File: src/rtl/encoder8to3_seq_pkg.sv
// Shared constants, state type and mask helper for the sequential 8-to-3 encoder.
package encoder_pkg;

    localparam int unsigned WIDTH  = 8;
    localparam int unsigned CODE_W = $clog2(WIDTH);

    typedef enum logic {
        IDLE,
        EMIT
    } state_t;

    function automatic logic popcnt_is_one(input logic [WIDTH-1:0] mask);
        return (mask != '0) && ((mask & (mask - WIDTH'(1))) == '0);
    endfunction

endpackage

File: src/rtl/encoder8to3_seq_prio_enc8.sv
// Combinational lowest-set-bit finder; the encoding counterpart of Decoder3to8.
module prio_enc8
    import encoder_pkg::*;
(
    input  logic [WIDTH-1:0]  mask,
    output logic [CODE_W-1:0] idx,
    output logic              any
);

    // Scan from the top down so the lowest set bit is the last one written.
    always_comb begin
        idx = '0;
        for (int unsigned i = WIDTH; i > 0; i--) begin
            if (mask[i-1]) begin
                idx = CODE_W'(i - 1);
            end
        end
        any = |mask;
    end

endmodule

File: src/rtl/encoder8to3_seq.sv
// Sequential 8-to-3 encoder: captures a request vector, then emits the index
// of each set bit, lowest first, one beat per output handshake.
module encoder8to3_seq #(
    parameter int unsigned WIDTH  = encoder_pkg::WIDTH,
    parameter int unsigned CODE_W = encoder_pkg::CODE_W
) (
    input  logic              clk,
    input  logic              rst,
    input  logic [WIDTH-1:0]  Xin,
    input  logic              in_valid,
    output logic              in_ready,
    output logic [CODE_W-1:0] Y,
    output logic              out_valid,
    input  logic              out_ready,
    output logic              out_last,
    output logic              zero
);

    import encoder_pkg::*;

    state_t            state_q, state_d;
    logic [WIDTH-1:0]  mask_q, mask_d;
    logic [CODE_W-1:0] idx;
    logic              any;
    logic              final_beat;

    prio_enc8 u_prio (
        .mask (mask_q),
        .idx  (idx),
        .any  (any)
    );

    // An empty mask in EMIT is the single all-zero beat of a zero vector.
    assign final_beat = !any || popcnt_is_one(mask_q);

    always_ff @(posedge clk) begin
        if (rst) begin
            state_q <= IDLE;
            mask_q  <= '0;
        end else begin
            state_q <= state_d;
            mask_q  <= mask_d;
        end
    end

    always_comb begin
        state_d = state_q;
        mask_d  = mask_q;
        unique case (state_q)
            IDLE: begin
                if (in_valid) begin
                    mask_d  = Xin;
                    state_d = EMIT;
                end
            end
            EMIT: begin
                if (out_ready) begin
                    mask_d = mask_q & ~(WIDTH'(1) << idx);
                    if (final_beat) begin
                        state_d = IDLE;
                    end
                end
            end
            default: begin
                state_d = IDLE;
            end
        endcase
    end

    always_comb begin
        in_ready  = (state_q == IDLE);
        out_valid = (state_q == EMIT);
        Y         = (state_q == EMIT) ? idx : '0;
        out_last  = (state_q == EMIT) && final_beat;
        zero      = (state_q == EMIT) && !any;
    end

endmodule

File: config.mk
export PLATFORM = sky130hd
export DESIGN_NAME = encoder8to3_seq
export DESIGN_NICKNAME = d
export VERILOG_FILES = /design/src/rtl/encoder8to3_seq_pkg.sv /design/src/rtl/encoder8to3_seq_prio_enc8.sv /design/src/rtl/encoder8to3_seq.sv
export SDC_FILE = /design/constraint.sdc
export NUM_CORES = 1
export LEC_CHECK = 0
export CAP_MARGIN = 40
export CELL_PAD_IN_SITES_DETAIL_PLACEMENT = 1
export CELL_PAD_IN_SITES_GLOBAL_PLACEMENT = 2
export CORE_ASPECT_RATIO = 0.75
export CORE_MARGIN = 5
export CORE_UTILIZATION = 24
export DETAILED_ROUTE_END_ITERATION = 10
export MAX_ROUTING_LAYER = met4
export PLACE_DENSITY = 0.87
export SYNTH_ARGS = -nofsm -noshare
export SYNTH_HDL_FRONTEND = slang
export SYNTH_SLANG_ARGS = --single-unit
File: constraint.sdc
create_clock -name clk -period 4 [get_ports clk]
set_input_delay 0.6 -clock clk [delete_from_list [all_inputs] [get_ports clk]]
set_output_delay 0.6 -clock clk [all_outputs]
set_load 0.01 [all_outputs]
==> run_results.csv, run 1 <==
group,metric,value,unit
setup_path,critical_path.startpoint_type,"flip-flop",
outcome,status,"finished, final reports clean",
detailed_routing,vias,592,
setup_path,critPathTopFamily,"simple AND/OR/NAND/NOR gates",
synth,synth.largest_area_cell,"dfxtp_1",
floorplan,dieArea,0.00335,sq mm
setup_path,timing.rr.start,"mask_q[0]",
pwr,ir_worst_vdd,0.000142,V
clock_network,postCtsSetupBuffers,0,
clock_network,cts_made_buffers,3,
floorplan,core_area,0.00223,sq mm
detailed_routing,wl,1750,um
setup_path,cpPeakStageDelay,0.54,ns
synth,synth_fp_nets,85,
timing,setup_ws,1.31,ns
floorplan,die_h,51.4,um
setup_path,path_class,"flip-flop to output port",
synth,yosys_warnings,0,
clock_network,cts_tree,"yes",
timing,tns,0,ns
detailed_routing,wl_per_cell,15.0,um
timing,slew_headroom,62.1,%
setup_path,arrival,2.09,ns
setup_path,cp_num_cells,5,
global_routing,grt_pass1_vias,625,
finish,final_nets,105,
synth,yosys-top-cells-area,"dfxtp_1, a21oi_1, nand2_1",
timing,tightest_slew,0.567,ns
detailed_routing,vias_per_cell,5.06,
timing,max_freq,0.372,GHz
setup_path,slowest_stage,"clkdlybuf4s50_1",
setup_path,worst_setup_path_end_kind,"output port",
timing,drv_slew,0,
clock_network,clk_pin_slew,0.07,ns
placed_design,place_congestion,0.819,
synth,synth_ff_type,"dfxtp_1",
pwr,p_per_area,329,mW/mm^2
synth,ys_seq_area_share,32.9,%
synth,async_reset_ff_share,0,%
global_routing,antenna_found_initial,0,
finish,area_growth,40.0,%
placed_design,place_area,741,sq um
global_routing,grt_max_degree,11,
placed_design,dpl_worst_slack,1.60,ns
detailed_routing,antenna_left,0,
detailed_routing,drc,0,
clock_network,cts_max_path_buffers,2,
pwr,power.leakage,0.000280,uW
floorplan,die_w,65.2,um
setup_path,crit_path_cell_trace,"nor4_4, nand3b_1, o21ai_1, and3_1, clkdlybuf4s50_1",
clock_network,clk_latency,0.26,ns
timing,fin_crit_sh,67.2,%
timing,fin_crit,2.69,ns
setup_path,rrSetupSlack,2.43,ns
synth,yosysUniqueCellTypes,30,
timing,whs,0.566,ns
setup_path,reg2reg_to,"mask_q[6]",
clock_network,cts_hold_buf,0,
synth,synth-edff-count,0,
setup_path,startpoint,"mask_q[0]",
setup_path,required,3.40,ns
synth,avgSynthCellArea,7.51,sq um
synth,synth_seq_cells,9,
floorplan,fp-row-count,15,
clock_network,cts-root-buf,"clkbuf_4",
finish,finalInstanceArea,767,sq um
clock_network,cts.sinks,9,
global_routing,grt_pass1_wl,2990,um
placed_design,port_buffers,18,
synth,syn_inst,73,
timing,rsz0062_at_grt,"false",
finish,drive_above_1_share,7.61,%
setup_path,reg2reg_depth,4,
synth,synthDominantCellAreaShare,32.9,%
global_routing,overflow,0,
clock_network,h-tree-depth,1,
clock_network,ctsResizeCount,0,
synth,syn_area,548,sq um
setup_path,cp_max_fo,7,
hold_path,hp-class,"flip-flop to flip-flop",
setup_path,endpoint,"out_last",
global_routing,grt_use_total,11.9,%
timing,final.setup_skew,0.00790,ns
job,cap_violations,0,
detailed_routing,drt_pass1_iterations,3,
setup_path,crit_buf_inv,1,
timing,finalSetupViolCount,0,
placed_design,place_hpwl,1350,um
detailed_routing,drtIter0Drc,5,
floorplan,ios,19,
floorplan,start_util,24.5,%
timing,finalHoldViolCount,0,
finish,diodes,0,
[cells by family (layout without fill, tap and decap cells)]
| kind of cell | Yosys count | count (layout) | synth area share [%] |
|---|---|---|---|
| buf+inv | 7 | 26 | 6.16 |
| compound gates | 25 | 25 | 29.0 |
| flops | 9 | 9 | 32.9 |
| simple gates | 32 | 32 | 32.0 |
[state kept, by name (all words and copies together), names as in the netlist]
register / cells
out_valid: 1
mask_q: 8
[metrics by stage]
step                power (uW)  util (%)  std cells
detailed placement         183      33.2        113
global route               268      34.3        117
floorplan                  149         -         73
finish                     252      34.3        117
global placement           182      33.2        113
CTS                        254      34.3        117
[area by class of cell]
| type | count | area (sq um) |
|---|---|---|
| Clock buffer | 4 | 26.3 |
| Fill cell | 280 | 1470 |
| Inverter | 4 | 15.0 |
| Multi-Input combinational cell | 57 | 334 |
| Sequential cell | 9 | 180 |
| Tap cell | 25 | 31.3 |
| Timing Repair Buffer | 18 | 180 |
[how the worst min path moves through the flow]
stage               startpoint   endpoint  slack, ns  depth (start not counted)
floorplan            mask_q[6]  mask_q[6]       0.49                          2
global placement     mask_q[6]  mask_q[6]       0.53                          2
detailed placement   mask_q[6]  mask_q[6]       0.56                          2
CTS                  mask_q[6]  mask_q[6]       0.57                          2
global route         mask_q[6]  mask_q[6]       0.58                          2
finish               mask_q[6]  mask_q[6]       0.57                          2
[routing by layer]
layer / share of wire, % / track usage (%)
met5: 0 / -
met3: 4.5 / 1.98
met2: 42 / 18.0
met1: 53 / 15.8
met4: 0.69 / 5.17
[layout by cell type (no fill, tap or decap)]
cell type        count
nor4_4               1
nor2_1               7
a2111o_1             1
or3b_1               1
and3_1               1
o22ai_1              1
or4_1                1
nor3_1               3
o21ai_0              2
clkdlybuf4s50_1     18
a211oi_1             1
nand2b_1             1
nand2_4              1
o311a_1              1
nand3b_1             1
inv_1                3
nand3_1              5
a31oi_1              1
a21oi_1             12
o211ai_2             1
nand2_1              9
dfxtp_1              9
a311oi_1             1
o21ai_1              2
clkbuf_1             1
o21bai_1             1
inv_2                1
clkbuf_4             3
o41ai_1              1
nor2b_1              1
[cell usage after synthesis, drive strengths merged, types with 2 or more instances]
library cell,n
nor3,3
nand2,10
inv,4
a21oi,12
buf,2
dfxtp,9
nand3,5
nor2,7
o21ai,4
[report_power, final]
group	switching, uW	internal (uW)	leakage (uW)	total (uW)
Sequential	13.8	95.9	0.0000741	110
Combinational	33.9	37.9	0.000191	71.8
Clock	32.5	38.4	0.0000150	70.9
Total	80.1	172	0.000280	252
[worst min-delay path: cells and delay by family (launching register included)]
family	cells	cell delay, ns
AO/OA/AOI/OAI	2	0.15
flip-flops	1	0.37
(Power assumes the default switching activity.)
==> run 2: changes to the inputs <==
- CORE_UTILIZATION: 24 -> 20
- PLACE_DENSITY: 0.87 -> 0.79
- clock period: 4 -> 2.3 ns (I/O delays scaled with it)
==> run_results.csv, run 2 (synthesis gave the netlist of run 1 again) <==
group,metric,value,unit
pwr,power.internal,372,uW
placed_design,port_buffers,18,
timing,drv_slew,0,
detailed_routing,antenna_left,0,
clock_network,cts_max_path_buffers,2,
clock_network,clk_latency,0.23,ns
detailed_routing,drc,0,
global_routing,grt_use_total,10.6,%
pwr,clkPwrFrac,35.3,%
global_routing,grt_pass1_wl,3180,um
finish,regMostFlops,"mask_q",
timing,fin_crit_sh,91.7,%
detailed_routing,drt_pass1_iterations,4,
setup_path,path_class,"flip-flop to output port",
finish,final_util,32.5,%
pwr,power_frac_seq,36.5,%
timing,finalHoldViolCount,0,
placed_design,place_hpwl,1420,um
floorplan,die_h,55.3,um
clock_network,clk_pin_slew,0.05,ns
detailed_routing,wl_per_cell,14.5,um
setup_path,cp_max_fo,7,
floorplan,fp-row-count,16,
detailed_routing,drtIter0Drc,32,
floorplan,die_w,70.4,um
timing,fin_crit,2.11,ns
finish,layout_common_cells,"clkdlybuf4s50_1, a21oi_1, nand2_1",
timing,setup_ws,0.191,ns
setup_path,worst_setup_path_end_kind,"output port",
floorplan,start_util,20.9,%
floorplan,dieArea,0.00390,sq mm
finish,final_nets,111,
pwr,power.total,527,uW
global_routing,grt_pass1_vias,651,
finish,largest_reg_flops,8,
timing,finalSetupViolCount,0,
finish,drive_above_1_share,15.3,%
floorplan,ios,19,
finish,diodes,0,
pwr,p_switching,156,uW
clock_network,cts_tree,"yes",
pwr,p_per_area,618,mW/mm^2
finish,layout_commonest_cell,"clkdlybuf4s50_1",
timing,whs,0.543,ns
clock_network,cts_hold_buf,0,
clock_network,cts_made_buffers,3,
setup_path,required,1.96,ns
detailed_routing,vias_per_cell,4.68,
global_routing,antenna_found_initial,0,
setup_path,critical_path.startpoint_type,"flip-flop",
global_routing,grt_max_degree,11,
pwr,p_comb_share,28.2,%
detailed_routing,vias,627,
finish,area_growth,55.7,%
timing,max_freq,0.474,GHz
clock_network,cts-root-buf,"clkbuf_8",
timing,final.setup_skew,0.00113,ns
pwr,ir_worst_vdd,0.000328,V
placed_design,place_congestion,0.861,
timing,tns,0,ns
timing,slew_headroom,68.7,%
outcome,status,"finished, final reports clean",
placed_design,dpl_worst_slack,0.164,ns
clock_network,cts.sinks,9,
clock_network,h-tree-depth,1,
timing,rsz0062_at_grt,"false",
pwr,power.leakage,0.000371,uW
detailed_routing,wl,1950,um
pwr,swShare,29.5,%
timing,tightest_slew,0.468,ns
hold_path,hp-class,"flip-flop to flip-flop",
floorplan,core_area,0.00262,sq mm
global_routing,overflow,0,
job,cap_violations,0,
setup_path,arrival,1.76,ns
-- run 2: cell types whose count changed in the layout (fill, tap and decap cells not counted), sizes merged --
cell           change
clkdlybuf4s50      -4
dlygate4sd2        +1
dlymetal6s2s       +3
buf                +6
-- run 2: final timing paths --
path	slack (ns)	startpoint	to	cells after the start
max	0.19	mask_q[0]	zero	6
min	0.54	mask_q[7]	mask_q[7]	2
max reg2reg	0.59	mask_q[0]	mask_q[6]	6
min reg2reg	0.54	mask_q[7]	mask_q[7]	2
-- run 2: critical path, cell delays in order (launching register included) --
cell and delay (ns):
dfxtp_1 0.38, nor4_4 0.32, buf_4 0.17, nand3b_1 0.10
buf_4 0.15, nor3_1 0.12, dlygate4sd2_1 0.29
-- run 2: power by group through the flow --
stage          Sequential [uW]  Clock (uW)  Combinational [uW]
6_report                   192         186                 149
4_1_cts                    191         193                 145
5_1_grt                    195         202                 162
2_1_floorplan              187           0                71.8
3_5_place_dp               194           0                 128
3_3_place_gp               193           0                 126
-- run 2: layout make-up --
| cell class | instances | area [sq um] |
|---|---|---|
| clock buffer | 4 | 45.0 |
| fill | 312 | 1770 |
| inverter | 4 | 15.0 |
| multi-input combinational | 57 | 334 |
| sequential | 9 | 183 |
| tap | 36 | 45.0 |
| timing repair buffer | 24 | 231 |
-- run 2: what timing repair did --
action / CTS / global route
setup buffers: 4 / 1
gates resized for setup: 2 / 4
pin swaps: 2 / 1
setup endpoints to repair: 1 / 3
-- run 2: stage by stage --
stage / instance area (sq um) / cells
floorplan: 548 / 73
global placement: 762 / 125
detailed placement: 762 / 125
CTS: 837 / 133
global route: 853 / 134
finish: 853 / 134
-- run 2: layer usage --
layer	share of wire [%]	track usage, %
met1	49	13.2
met2	44	15.2
met3	6.1	5.43
met4	0.72	2.46
met5	0	-
